==> config.mk <==
export PLATFORM = sky130hd
export DESIGN_NAME = fetch_ctrl
export DESIGN_NICKNAME = d
export VERILOG_FILES = /design/src/rtl/fetch_ctrl_pkg.sv /design/src/rtl/fetch_ctrl_icache_dm.sv /design/src/rtl/fetch_ctrl.sv
export SDC_FILE = /design/constraint.sdc
export NUM_CORES = 1
export LEC_CHECK = 0
export ABC_AREA = 1
export BUFFER_PORTS_ARGS = -buffer_cell sky130_fd_sc_hd__buf_2
export CORE_MARGIN = 4
export CORE_UTILIZATION = 41
export DETAILED_ROUTE_END_ITERATION = 10
export PLACE_DENSITY = 0.68
export SETUP_SLACK_MARGIN = 0.2
export SLEW_MARGIN = 20
export SYNTH_ARGS = -nofsm -noshare
export SYNTH_HDL_FRONTEND = slang
export SYNTH_SLANG_ARGS = --single-unit
==> constraint.sdc <==
create_clock -name clk_in -period 5.7 [get_ports clk_in]
set_clock_uncertainty 0.05 [all_clocks]
set_input_delay 1.14 -clock clk_in [delete_from_list [all_inputs] [get_ports clk_in]]
set_output_delay 1.14 -clock clk_in [all_outputs]
set_load 0.02 [all_outputs]
==> src/rtl/fetch_ctrl_pkg.sv <==
// Shared definitions for the instruction-fetch controller: state encoding,
// datapath widths, single-bit constants and PC arithmetic.
package fetch_ctrl_pkg;

  localparam int unsigned WORD_W = 32;
  localparam int unsigned ADDR_W = 32;

  localparam logic ONE  = 1'b1;
  localparam logic ZERO = 1'b0;

  localparam logic [ADDR_W-1:0] PC_STEP = 32'd4;

  typedef enum logic [1:0] {
    FC_IDLE  = 2'd0,
    FC_WAIT  = 2'd1,
    FC_HOLD  = 2'd2,
    FC_DRAIN = 2'd3
  } fc_state_e;

  // Wraps modulo 2^32.
  function automatic logic [ADDR_W-1:0] pc_next(input logic [ADDR_W-1:0] pc);
    return pc + PC_STEP;
  endfunction

endpackage

==> src/rtl/fetch_ctrl_icache_dm.sv <==
// Direct-mapped one-word-per-line instruction cache; only built when ICACHE_EN
// is defined. Valid bits are cleared by reset only.
`ifdef ICACHE_EN
module icache_dm
  import fetch_ctrl_pkg::*;
#(
  parameter int unsigned IDX_W = 4
) (
  input  logic              clk_in,
  input  logic              rst_in,
  input  logic [ADDR_W-1:0] lookup_addr,
  input  logic              fill_en,
  input  logic [ADDR_W-1:0] fill_addr,
  input  logic [WORD_W-1:0] fill_data,
  output logic              hit,
  output logic [WORD_W-1:0] word
);

  localparam int unsigned LINES = 1 << IDX_W;
  localparam int unsigned TAG_W = ADDR_W - IDX_W - 2;

  logic [LINES-1:0]  valid_q, valid_d;
  logic [TAG_W-1:0]  tag_q  [LINES];
  logic [WORD_W-1:0] data_q [LINES];

  logic [IDX_W-1:0] lk_idx, fill_idx;
  logic [TAG_W-1:0] lk_tag, fill_tag;
  logic             unused_ok;

  assign lk_idx    = lookup_addr[IDX_W+1:2];
  assign lk_tag    = lookup_addr[ADDR_W-1:IDX_W+2];
  assign fill_idx  = fill_addr[IDX_W+1:2];
  assign fill_tag  = fill_addr[ADDR_W-1:IDX_W+2];
  assign unused_ok = ^{lookup_addr[1:0], fill_addr[1:0]};

  always_comb begin
    valid_d = valid_q;
    if (fill_en) valid_d[fill_idx] = ONE;
  end

  always_ff @(posedge clk_in or posedge rst_in) begin
    if (rst_in) valid_q <= '0;
    else        valid_q <= valid_d;
  end

  // Tag/data arrays need no reset: a line is only consulted once its valid bit is set.
  always_ff @(posedge clk_in) begin
    if (fill_en) begin
      tag_q[fill_idx]  <= fill_tag;
      data_q[fill_idx] <= fill_data;
    end
  end

  assign hit  = valid_q[lk_idx] && (tag_q[lk_idx] == lk_tag);
  assign word = data_q[lk_idx];

endmodule
`endif

==> src/rtl/fetch_ctrl.sv <==
// Instruction-fetch controller: owns the fetch PC, issues one-word memory reads and
// pushes words into the instruction queue. Define ICACHE_EN to build in icache_dm.
module fetch_ctrl
  import fetch_ctrl_pkg::*;
#(
  parameter logic [ADDR_W-1:0] RESET_PC     = 32'h0,
  parameter int unsigned       ICACHE_IDX_W = 4
) (
  input  logic              clk_in,
  input  logic              rst_in,
  input  logic              rdy_in,
  input  logic              clear,
  input  logic [ADDR_W-1:0] clear_pc,
  output logic              mem_req,
  output logic [ADDR_W-1:0] mem_addr,
  input  logic              mem_ack,
  input  logic [WORD_W-1:0] mem_data,
  input  logic              iq_wr_en,
  output logic              inst_valid,
  output logic [WORD_W-1:0] inst_out,
  output logic [ADDR_W-1:0] pc_out
);

  fc_state_e         state_q, state_d;
  logic [ADDR_W-1:0] pc_q, pc_d;
  logic              mem_req_q, mem_req_d;
  logic [ADDR_W-1:0] mem_addr_q, mem_addr_d;
  logic              inst_valid_q, inst_valid_d;
  logic [WORD_W-1:0] inst_out_q, inst_out_d;
  logic [ADDR_W-1:0] pc_out_q, pc_out_d;
  logic [WORD_W-1:0] hold_q, hold_d;

  logic              push;
  logic [WORD_W-1:0] push_word;
  logic              cache_hit;
  logic [WORD_W-1:0] cache_word;
  logic              fill_en;
  logic [ADDR_W-1:0] redirect_pc;
  logic              unused_ok;

  assign redirect_pc = {clear_pc[ADDR_W-1:2], 2'b00};
  assign fill_en     = rdy_in && !clear && (state_q == FC_WAIT) && mem_ack;

`ifdef ICACHE_EN
  icache_dm #(
    .IDX_W (ICACHE_IDX_W)
  ) u_icache (
    .clk_in      (clk_in),
    .rst_in      (rst_in),
    .lookup_addr (pc_q),
    .fill_en     (fill_en),
    .fill_addr   (mem_addr_q),
    .fill_data   (mem_data),
    .hit         (cache_hit),
    .word        (cache_word)
  );
  assign unused_ok = ^clear_pc[1:0];
`else
  assign cache_hit  = ZERO;
  assign cache_word = '0;
  assign unused_ok  = ^{clear_pc[1:0], fill_en, 32'(ICACHE_IDX_W)};
`endif

  always_comb begin
    state_d      = state_q;
    pc_d         = pc_q;
    mem_req_d    = mem_req_q;
    mem_addr_d   = mem_addr_q;
    inst_valid_d = ZERO;
    inst_out_d   = inst_out_q;
    pc_out_d     = pc_out_q;
    hold_d       = hold_q;
    push         = ZERO;
    push_word    = '0;

    if (rdy_in) begin
      if (clear) begin
        pc_d = redirect_pc;
        case (state_q)
          // An outstanding read must complete; an ack arriving now finishes it.
          FC_WAIT, FC_DRAIN: begin
            if (mem_ack) begin
              mem_req_d = ZERO;
              state_d   = FC_IDLE;
            end else begin
              state_d   = FC_DRAIN;
            end
          end
          default: state_d = FC_IDLE;
        endcase
      end else begin
        case (state_q)
          FC_IDLE: begin
            if (iq_wr_en) begin
              if (cache_hit) begin
                push      = ONE;
                push_word = cache_word;
              end else begin
                mem_req_d  = ONE;
                mem_addr_d = pc_q;
                state_d    = FC_WAIT;
              end
            end
          end
          FC_WAIT: begin
            if (mem_ack) begin
              mem_req_d = ZERO;
              if (iq_wr_en) begin
                push      = ONE;
                push_word = mem_data;
                state_d   = FC_IDLE;
              end else begin
                hold_d    = mem_data;
                state_d   = FC_HOLD;
              end
            end
          end
          FC_HOLD: begin
            if (iq_wr_en) begin
              push      = ONE;
              push_word = hold_q;
              state_d   = FC_IDLE;
            end
          end
          FC_DRAIN: begin
            if (mem_ack) begin
              mem_req_d = ZERO;
              state_d   = FC_IDLE;
            end
          end
          default: state_d = FC_IDLE;
        endcase

        if (push) begin
          inst_valid_d = ONE;
          inst_out_d   = push_word;
          pc_out_d     = pc_q;
          pc_d         = pc_next(pc_q);
        end
      end
    end
  end

  always_ff @(posedge clk_in or posedge rst_in) begin
    if (rst_in) begin
      state_q      <= FC_IDLE;
      pc_q         <= RESET_PC;
      mem_req_q    <= ZERO;
      mem_addr_q   <= '0;
      inst_valid_q <= ZERO;
      inst_out_q   <= '0;
      pc_out_q     <= '0;
      hold_q       <= '0;
    end else begin
      state_q      <= state_d;
      pc_q         <= pc_d;
      mem_req_q    <= mem_req_d;
      mem_addr_q   <= mem_addr_d;
      inst_valid_q <= inst_valid_d;
      inst_out_q   <= inst_out_d;
      pc_out_q     <= pc_out_d;
      hold_q       <= hold_d;
    end
  end

  assign mem_req    = mem_req_q;
  assign mem_addr   = mem_addr_q;
  assign inst_valid = inst_valid_q;
  assign inst_out   = inst_out_q;
  assign pc_out     = pc_out_q;

endmodule

[Word-level counts from Yosys, hierarchy flattened]
Index checks and enable logic that the tools add are counted.
Operators by class
  add/sub/neg operators: 1
  multiplexer cells: 28
  reduce and logical (&&, ||, !) cells: 10
  equality and inequality tests: 8
  bitwise gates (word level): 2
Operators by type and width (number)
  $mux W32: 5
  $pmux W32 S2: 1
  $add A32 B3 Y32 const B: 1
  $mux W2: 8
  $ne A3 B3 Y1 const B: 4
  $mux W1: 11
  $reduce_and A5 Y1: 2
  $pmux W2 S4: 1
  $reduce_and A4 Y1: 2
  $eq A2 B2 Y1 const B: 2
  $pmux W1 S2: 2
  $reduce_bool A2 Y1: 2
  $reduce_and A3 Y1: 1
  $eq A2 B1 Y1 const B: 1
  $logic_not A2 Y1: 1
  $ne A2 B2 Y1 const B: 1
  $not A1 Y1: 2
  $reduce_and A2 Y1: 1
  $reduce_or A2 Y1: 1
Storage, ports and cells
  input port bits: 70
  register bits after elaboration: 164
  logic and storage cells: 57
  output and inout port bits: 98

[Depth between registers and ports, before layout]
Gate-level depths: netlist of run 1.
  depth in word-level cells: 8
  gate-level depth with buffers: 12
  mapped depth without buffers: 10

[Worst setup path after synthesis of run 1]
No wires, ideal clock.
  kind: input to register
  from: in clear
  to: reg pc_q[4]
  path slack: 3554 ps
  path buffers: 2
  cell stages on the path: 5
  library setup time: 130 ps
  data required time: 5520 ps
  arrival: 1966 ps
  cells stage by stage: buf_2 > clkinv_1 > clkbuf_1 > o211ai_1 > o21ai_0
Between the ends
  longest elaborated chain between the ends: 2
  elaborated cells between the ends (all ways): 3
  those cells by class: mux (1); reduce/logical (2)
RTL lines
  start, declared: RTL line fetch_ctrl.sv:12  | input logic clear,
  $reduce_bool A2 Y1 (no source line)
  $reduce_and A2 Y1 (no source line)
  end signal, assigned: RTL line fetch_ctrl.sv:156  | pc_q <= pc_d;
  end, declared: RTL line fetch_ctrl.sv:25  | logic [ADDR_W-1:0] pc_q, pc_d;
Parallel ways exist; a longest one is shown, timed or not.
A chain may end at the register's enable or synchronous reset.

[Worst setup path after layout of run 1]
  from: in mem_ack
  to: reg pc_q[17]
Between the ends
  longest elaborated chain between the ends: 6
RTL lines
  start, declared: RTL line fetch_ctrl.sv:16  | input logic mem_ack,
  $mux W1: RTL line fetch_ctrl.sv:106  | if (mem_ack) begin
  $pmux W1 S2: RTL line fetch_ctrl.sv:92  | case (state_q)
  $mux W1: RTL line fetch_ctrl.sv:77  | if (clear) begin
  $mux W1: RTL line fetch_ctrl.sv:76  | if (rdy_in) begin
  $reduce_bool A2 Y1 (no source line)
  $reduce_and A2 Y1 (no source line)
No other way between the ends. The select of a mux whose other input is x is not followed.

==> flow_summary_export.csv, run 1 <==
group,metric,value,unit
run_status,status,"finished, final reports clean",
detailed_routing,ant_nets,0,
power,peakVddDrop,0.268,mV
logic_synthesis,syn-cell-area,0.00757,sq mm
power,intPower,2810,uW
power,pwr-share-clk,24.7,%
setup_path,max_stage_delay,0.79,ns
layout,diodes,0,
clock_network,cts_resized,0,
timing,setup_viol_count_final,0,
layout,nNetsFinal,1201,
setup_path,cpMaxStageDelayCell,"o21ai_2",
floorplanning,io_pins,168,
global_routing,grt_pass1_vias,6286,
detailed_routing,drt_pass1_iterations,5,
place,numPortBuffers,161,
logic_synthesis,syn_area_per_cell,7.70,sq um
logic_synthesis,synth_top_area_share,52.2,%
setup_path,crit_arrival,3.27,ns
worst_hold_path,hp-class,"register to register",
detailed_routing,via_per_inst,4.85,
timing,finalCritPeriodShare,51.9,%
clock_network,htreeDepth,4,
power,pwr-share-comb,34.8,%
clock_network,clk_path_buf_depth,2,
run,cap_viol_max_count,0,
place,place_hpwl,13200,um
clock_network,postCtsHoldBufs,0,
logic_synthesis,yosysMostFrequentCell,"nand2_1",
timing,slew_viol_final,0,
logic_synthesis,ys_seq_area_share,52.2,%
power,powerDensity,513,mW/mm^2
global_routing,grt_pass1_wl,31300,um
floorplanning,initial_core_util,41.8,%
power,power_frac_seq,40.5,%
clock_network,clk_pin_slew_worst_paths,0.06,ns
layout,layout-drive-gt1-share,19.4,%
detailed_routing,vias,6623,
floorplanning,die_h,144,um
clock_network,clk_root_buffer_cell,"clkbuf_16",
layout,fin_cells,1366,
clock_network,cts_setup_buffers,0,
setup_path,critical_path_class,"primary input to register",
logic_synthesis,synth_area_leaders,"dfrtp_1, nand2_1, o21ai_0",
global_routing,grt.total_usage,19.2,%
logic_synthesis,synth_edf_count,0,
detailed_routing,drt_iter0_drc,283,
floorplanning,chipWidth,144,um
timing,rsz0062_at_grt,"no",
power,swShare,39.8,%
place,placedCellCount,1335,
timing,fmax,338,MHz
setup_path,cp_max_fo,33,
clock_network,clkSinkCount,158,
logic_synthesis,ys_ff_latch,158,
logic_synthesis,synth_ff_type,"dfrtp_1",
timing,finalHoldViolations,0,
clock_network,numCtsBuffers,17,
timing,period_needed,2.96,ns
logic_synthesis,synth_area_leader_cell,"dfrtp_1",
power,static-leakage-power,0.00484,uW
clock_network,clk_latency,0.43,ns
floorplanning,core,0.0181,sq mm
power,switchingPower,1850,uW
logic_synthesis,ys_types,31,
layout,area_growth,19.9,%
setup_path,path_cells,"buf_2 > nand2_2 > a21oi_4 > o21ai_2 > buf_4 > nor2_1 > o21ai_0 > nand2_1 > inv_1",
global_routing,grt_antenna_before_repair,2,
logic_synthesis,syn_inst,983,
setup_path,cp-start-kind,"primary input",
floorplanning,row_count,49,
detailed_routing,drc_errors,0,
setup_path,critical_path_buf_inv_count,3,
setup_path,cp_top_family,"compound AO/OA/AOI/OAI gates",
logic_synthesis,yosysWarnings,0,
setup_path,endpoint_kind,"register",
floorplanning,die-area,0.0207,sq mm
global_routing,grt_overflow,0,
global_routing,grt_max_degree,103,
detailed_routing,route.detailed.wl_per_inst,14.1,um
logic_synthesis,synth-async-reset-ratio,100,%
clock_network,cts_tree,"built",
timing,fin_setup_tns,0,ns
logic_synthesis,synth_commonest_cells,"nand2_1, dfrtp_1, o21ai_0, inv_1, nor2_1",
setup_path,critical_path_required,6.01,ns
timing,tightest_slew,1.03,ns
place,gp_congestion,0.848,
timing,max_slew_margin,31.4,%
detailed_routing,wirelength,19300,um
[per-stage QoR]
step	worst slack [ns]	instance area, sq um	hold WS (ns)	utilization (%)	power [uW]
2_1_floorplan	0.247	7580	0.403	-	2980
3_3_place_gp	2.33	8480	0.410	46.9	3490
3_5_place_dp	2.28	8480	0.409	46.9	3550
4_1_cts	2.73	9070	0.426	50.2	4720
5_1_grt	2.55	9070	0.445	50.2	5010
6_report	2.74	9070	0.419	50.2	4660
[worst paths after layout]
kind	from	to	slack [ns]	cells after the start
min in group asynchronous	rst_in	mem_addr[29]$_DFFE_PP0P_	0.78	2
min	inst_out[11]$_DFFE_PP0P_	inst_out[11]$_DFFE_PP0P_	0.42	2
min reg2reg	inst_out[11]$_DFFE_PP0P_	inst_out[11]$_DFFE_PP0P_	0.42	2
max	mem_ack	pc_q[17]$_DFFE_PP0P_	2.74	9
max in group asynchronous	rst_in	hold_q[29]$_DFFE_PP0P_	3.70	3
max reg2reg	state_q[1]$_DFFE_PP0P_	pc_q[17]$_DFFE_PP0P_	2.87	10
[kinds of logic after synthesis]
group / share of synthesized area [%]
AOI/OAI and AO/OA: 12.2
xor gates and xnor gates: 0.231
other: 0.0495
and+or+nand+nor: 26.3
DFF: 52.2
adders and majority gates: 0.992
buffers and inverters: 8.02
[registers in the layout, summed over array words and instances (netlist names)]
name,count
hold_q,32
inst_out,32
mem_addr,30
pc_out,30
pc_q,30
state_q,2
inst_valid,1
mem_req,1
[worst reg2reg max path, stage by stage, from the launching register on]
cell and delay, ns:
dfrtp_1 0.37, inv_1 0.10, ha_1 0.24, nand2_2 0.50, a21oi_4 0.16, o21ai_2 0.79, buf_4 0.33, nor2_1 0.05
o21ai_0 0.07, nand2_1 0.07, inv_1 0.05
[power groups by stage]
stage	Combinational (uW)	Sequential [uW]	Clock [uW]
2_1_floorplan	777	2200	0
3_3_place_gp	1610	1890	0
5_1_grt	1830	1960	1230
3_5_place_dp	1640	1910	0
6_report	1620	1890	1150
4_1_cts	1650	1890	1180
[routing by layer]
layer / track usage (%) / wire length, um
met5: 0 / 27
met4: 6.14 / 363
met3: 4.79 / 1150
met2: 30.8 / 8900
met1: 25.5 / 8880
[cells in the final DEF, fill, tap and decap left out, types with 4 or more instances in the layout]
cell type,synthesis,routed
dfrtp_1,158,158
clkinvlp_4,0,4
nand2_1,364,364
a21oi_1,11,11
buf_4,5,8
buf_2,17,161
nand3_1,38,37
o21ai_0,129,129
inv_6,0,5
ha_1,6,6
clkbuf_16,0,17
conb_1,1,4
nor2_1,74,74
inv_1,87,86
o21ai_1,33,33
nor2_2,8,8
[layout make-up]
cell class              instances  area (sq um)
inverters                      90           343
flip-flops and latches        158          3950
well taps                     229           287
clock inverters                11           130
multi-input cells             689          3030
repair buffers                169           866
clock buffers                  20           467
fillers                      1800          9010
No activity file was read; power rests on OpenSTA's default activity.
==> inputs of run 2 (changes only) <==
==> constraint.sdc (replaced) <==
create_clock -name clk_in -period 2.4 [get_ports clk_in]
set_clock_uncertainty 0.05 [all_clocks]
set_input_delay 0.48 -clock clk_in [delete_from_list [all_inputs] [get_ports clk_in]]
set_output_delay 0.48 -clock clk_in [all_outputs]
set_load 0.02 [all_outputs]
==> run 2 against run 1 <==
Against the previous run:
- hold slack got worse by 0.28 ns
- combinational power increased by 140%
- global-route usage about the same
- first-iteration DRC count increased by 38%
- cell count increased by 0.81%
- sequential cell count unchanged
- setup slack got worse by 2.3 ns
- total power increased by 140%
- via count increased by 0.62%
- critical endpoint is now pc_q[11]$_DFFE_PP0P_
==> flow_summary_export.csv, run 2 (synthesis results as in run 1) <==
group,metric,value,unit
run_status,status,"finished, final reports clean",
clock_network,numCtsBuffers,17,
setup_path,cp-start-kind,"register",
setup_path,endpoint_kind,"register",
setup_path,cp_max_fo,26,
power,power_frac_seq,40.8,%
setup_path,crit_cells,10,
floorplanning,row_count,49,
place,place_hpwl,13700,um
floorplanning,core,0.0181,sq mm
timing,finalHoldViolations,0,
floorplanning,die_h,144,um
setup_path,critical_path_buf_inv_count,2,
layout,nNetsFinal,1209,
clock_network,clk_path_buf_depth,2,
timing,tightest_slew,0.623,ns
layout,final_util,50.7,%
run,cap_viol_max_count,0,
setup_path,r2r_cells,10,
detailed_routing,drt_pass1_iterations,5,
clock_network,htreeDepth,4,
setup_path,crit_arrival,2.30,ns
timing,finalCritPeriodShare,83.1,%
power,peakVddDrop,0.602,mV
layout,layout-drive-gt1-share,20.1,%
power,static-leakage-power,0.00488,uW
timing,period_needed,2.00,ns
worst_hold_path,hp-class,"primary input to async pin",
place,numPortBuffers,161,
layout,final_common_cell,"nand2_1",
setup_path,critical_path_class,"register to register",
floorplanning,initial_core_util,41.8,%
setup_path,max_stage_delay,0.40,ns
power,pwr-share-comb,35.3,%
floorplanning,chipWidth,144,um
power,intPower,6460,uW
power,swShare,41.3,%
global_routing,grt_overflow,0,
clock_network,clkSinkCount,158,
clock_network,clk_pin_slew_worst_paths,0.07,ns
power,pwr-share-clk,23.9,%
detailed_routing,wirelength,19600,um
power,power.total,11000,uW
global_routing,grt_pass1_vias,6306,
power,switchingPower,4550,uW
global_routing,grt_antenna_before_repair,2,
floorplanning,die-area,0.0207,sq mm
clock_network,cts_setup_buffers,0,
timing,rsz0062_at_grt,"no",
timing,setup_ws,0.405,ns
detailed_routing,route.detailed.wl_per_inst,14.2,um
timing,fmax,501,MHz
floorplanning,io_pins,168,
clock_network,clk_latency,0.42,ns
clock_network,cts_tree,"built",
timing,slew_viol_final,0,
detailed_routing,vias,6664,
clock_network,clk_root_buffer_cell,"clkbuf_16",
setup_path,cp_top_family,"simple AND/OR/NAND/NOR gates",
detailed_routing,drt_iter0_drc,391,
place,dp_slack,0.343,ns
setup_path,critical_path_required,2.71,ns
global_routing,grt_max_degree,74,
timing,setup_viol_count_final,0,
power,powerDensity,1200,mW/mm^2
setup_path,cpMaxStageDelayCell,"dfrtp_1",
global_routing,grt_pass1_wl,31700,um
timing,fin_setup_tns,0,ns
layout,final_cell_mix,"nand2_1, buf_2, dfrtp_1",
detailed_routing,ant_nets,0,
layout,area_growth,21.1,%
setup_path,reg2reg_setup_slack,0.40,ns
setup_path,path_cells,"inv_1 > ha_1 > nand2_2 > a21oi_4 > nor2_2 > nor2_8 > o21ai_0 > nand2_1 > nand2_1 > inv_1",
timing,max_slew_margin,58.5,%
detailed_routing,drc_errors,0,
global_routing,grt.total_usage,19.2,%
place,gp_congestion,0.844,
detailed_routing,via_per_inst,4.84,
[run 2: cell types whose count changed in the layout (fill, tap and decap cells not counted)]
cell	before	now
buf_12	0	4
buf_4	8	12
bufinv_16	2	0
clkbuf_8	3	0
clkinv_2	1	0
clkinv_4	0	1
diode_2	0	2
inv_8	0	6
nand4_2	1	0
nand4_4	0	1
[run 2: worst min-delay path: cells and delay by family]
kind / cells / cell delay, ns
buffers and inverters: 3 / 0.52
[run 2: power groups by stage]
stage	sequential, uW	combinational [uW]	clock, uW
final	4490	3880	2630
after global routing	4640	4400	2810
after CTS	4500	3930	2700
after detailed placement	4530	3920	0
after global placement	4520	3810	0
after floorplan	5220	1850	0
[run 2: repair_timing]
item	in CTS	in global routing
hold buffers	0	0
endpoints found under the setup margin	0	3
gates resized for setup	0	1
[run 2: through the flow]
step           area, sq um  cells  hold slack, ns
4_1_cts               9160   1375           0.153
3_5_place_dp          8590   1343           0.410
2_1_floorplan         7580    986           0.403
6_report              9170   1377           0.143
5_1_grt               9170   1376           0.177
3_3_place_gp          8590   1343           0.411
[run 2: metal layers]
metal / up-vias / GRT usage (%) / share of wire (%)
met1: 3077 / 26.9 / 46
met2: 180 / 29.4 / 45
met5: - / 0 / 0.036
met4: 2 / 5.65 / 2.1
met3: 28 / 4.99 / 6.5
li1: 3377 / - / -
[run 2: final cells by class]
class	instances	area, sq um
Fill cell	1742	8920
Clock inverter	15	143
Timing Repair Buffer	177	976
Inverter	90	342
Sequential cell	158	3950
Clock buffer	17	425
Antenna cell	2	5.00
Multi-Input combinational cell	689	3040
Tap cell	229	287
[run 2: path summary, 6_finish.rpt]
kind,startpoint,end
setup / recovery,state_q[1]$_DFFE_PP0P_,pc_q[11]$_DFFE_PP0P_
hold / removal,rst_in,hold_q[5]$_DFFE_PP0P_
setup reg to reg,state_q[1]$_DFFE_PP0P_,pc_q[11]$_DFFE_PP0P_
hold reg to reg,inst_out[11]$_DFFE_PP0P_,inst_out[11]$_DFFE_PP0P_
max in group asynchronous,rst_in,pc_out[10]$_DFFE_PP0P_
min in group clk_in,mem_data[27],hold_q[27]$_DFFE_PP0P_
==> inputs of run 3 (changes only) <==
--- a/config.mk
+++ b/config.mk
@@ -10,7 +10,7 @@
 export CORE_MARGIN = 4
 export CORE_UTILIZATION = 41
 export DETAILED_ROUTE_END_ITERATION = 10
-export PLACE_DENSITY = 0.68
+export PLACE_DENSITY = 0.65
 export SETUP_SLACK_MARGIN = 0.2
 export SLEW_MARGIN = 20
 export SYNTH_ARGS = -nofsm -noshare
==> constraint.sdc (replaced) <==
create_clock -name clk_in -period 2.1 [get_ports clk_in]
set_clock_uncertainty 0.05 [all_clocks]
set_input_delay 0.42 -clock clk_in [delete_from_list [all_inputs] [get_ports clk_in]]
set_output_delay 0.42 -clock clk_in [all_outputs]
set_load 0.02 [all_outputs]
==> run 3 against run 2 <==
Against the previous run:
- sequential power up 14%
- non-clock buffer count increased by 1
- core utilization rose by 0.45 points
- wire length rose by 0.38%
- combinational power rose by 17%
- hold slack worse by 0.015 ns
- global-route usage about the same
- maximum frequency up 10%
- first-iteration DRC count is 15% higher
- register-to-register slack worse by 0.12 ns
- critical endpoint is now pc_q[28]$_DFFE_PP0P_
==> flow_summary_export.csv, run 3 (synthesis results as in run 1) <==
group,metric,value,unit
clock_network,clk_path_buf_depth,2,
setup_path,cp_max_fo,6,
clock_network,clkSinkCount,158,
floorplanning,row_count,49,
clock_network,clk_pin_slew_worst_paths,0.07,ns
setup_path,crit_arrival,2.07,ns
setup_path,critical_path_required,2.36,ns
layout,layout-drive-gt1-share,20.7,%
timing,setup_ws,0.289,ns
power,static-leakage-power,0.00488,uW
global_routing,grt_pass1_wl,31600,um
setup_path,timing.rr.start,"pc_q[3]$_DFFE_PP0P_",
timing,max_slew_margin,57.7,%
timing,setup_viol_count_final,0,
setup_path,critical_path_buf_inv_count,0,
detailed_routing,drt_pass1_iterations,5,
timing,period_needed,1.81,ns
detailed_routing,via_per_inst,4.82,
detailed_routing,drc_errors,0,
floorplanning,chipWidth,144,um
layout,multiInputGateArea,0.00308,sq mm
layout,area_growth,22.2,%
setup_path,max_stage_delay,0.42,ns
floorplanning,io_pins,168,
setup_path,cpMaxStageDelayCell,"dfrtp_1",
global_routing,grt.total_usage,19.2,%
setup_path,path_cells,"ha_1 > nand2_1 > nor2_2 > nand2_2 > nor2_1 > nand2_1 > nand2_1 > nand3_1 > nand2_1 > nand2_1",
detailed_routing,wirelength,19700,um
clock_network,postCtsHoldBufs,0,
detailed_routing,drt_iter0_drc,451,
clock_network,numCtsBuffers,17,
setup_path,cp-start-kind,"register",
detailed_routing,ant_nets,0,
power,powerDensity,1370,mW/mm^2
place,place_hpwl,13300,um
place,gp_congestion,0.865,
global_routing,grt_pass1_vias,6303,
place,numPortBuffers,161,
setup_path,cp-startpoint,"pc_q[3]$_DFFE_PP0P_",
setup_path,crit_top_cell,"nand2_1",
floorplanning,core,0.0181,sq mm
layout,nNetsFinal,1212,
floorplanning,die-area,0.0207,sq mm
setup_path,endpoint_kind,"register",
power,intPower,7520,uW
detailed_routing,route.detailed.wl_per_inst,14.2,um
layout,seq_area,0.00395,sq mm
power,swShare,40.8,%
timing,fin_hold_ws,0.128,ns
clock_network,cts_tree,"built",
setup_path,critical_path_class,"register to register",
power,pwr-share-comb,35.7,%
place,dp_slack,0.219,ns
setup_path,reg2reg_setup_slack,0.29,ns
power,peakVddDrop,0.589,mV
power,power_frac_seq,40.5,%
timing,slew_viol_final,0,
global_routing,grt_antenna_before_repair,4,
power,power.total,12700,uW
power,pwr-share-clk,23.8,%
run,cap_viol_max_count,0,
global_routing,grt_max_degree,121,
timing,tightest_slew,0.634,ns
detailed_routing,vias,6659,
clock_network,htreeDepth,4,
setup_path,cp_top_family,"simple AND/OR/NAND/NOR gates",
floorplanning,initial_core_util,41.8,%
layout,final_cell_mix,"nand2_1, buf_2, dfrtp_1",
layout,final_common_cell,"nand2_1",
global_routing,grt_overflow,0,
timing,rsz0062_at_grt,"no",
timing,fmax,552,MHz
timing,fin_setup_tns,0,ns
timing,finalHoldViolations,0,
timing,finalCritPeriodShare,86.3,%
clock_network,clk_latency,0.42,ns
floorplanning,die_h,144,um
run_status,status,"finished, final reports clean",
worst_hold_path,hp-class,"primary input to async pin",
clock_network,clk_root_buffer_cell,"clkbuf_16",
layout,fill_cells,1770,
power,switchingPower,5170,uW
run 3: path summary, 6_finish.rpt:
check                                                 to  depth (start not counted)
worst max-delay path                pc_q[28]$_DFFE_PP0P_                         10
worst min-delay path             inst_out[2]$_DFFE_PP0P_                          3
worst max register to register      pc_q[28]$_DFFE_PP0P_                         10
worst min register to register  inst_out[19]$_DFFE_PP0P_                          2
max in group asynchronous         pc_out[21]$_DFFE_PP0P_                          3
min in group clk_in                  pc_q[4]$_DFFE_PP0P_                          3
run 3: final cells by class:
class,instances,share of cell area [%]
inverters,90,3.73
repair buffers,178,10.8
diodes,3,0.0812
well taps,229,3.10
flip-flops and latches,158,42.7
multi-input cells,691,33.3
clock inverters,15,1.64
clock buffers,17,4.60
run 3: routing by layer:
metal  wire length, um  track usage, %  vias to the layer above  share of wire [%]
li1                  -               -                     3386                  -
met1              8900            26.0                     3052                 45
met2              9230            30.3                      195                 47
met3              1220            5.09                       24                6.2
met4               323            5.75                        2                1.6
met5                 8               0                        -              0.041
run 3: power by group through the flow:
stage	sequential [uW]	combinational, uW	clock [uW]
global route	5320	5110	3220
finish	5140	4530	3020
global placement	5160	4390	0
CTS	5150	4500	3080
floorplan	5970	2110	0
detailed placement	5180	4480	0
run 3: metrics by stage:
step                std cells  cell area, sq um  utilization, %
global route             1381              9250            51.1
CTS                      1375              9170            50.7
floorplan                 986              7580               -
detailed placement       1342              8580            47.4
finish                   1381              9250            51.1
global placement         1342              8580            47.4
run 3: what timing repair did:
action / in CTS / in global routing
buffers inserted: 0 / 2
pin swaps: 1 / 4
gates cloned: 1 / 1
endpoints found under the setup margin: 1 / 69
resized for setup: 0 / 10
run 3: worst reg2reg max path: cells and delay by family, from the launching register on:
kind          cells  cell delay, ns
fa+ha+maj         1            0.22
flops             1            0.42
simple gates      9            1.02
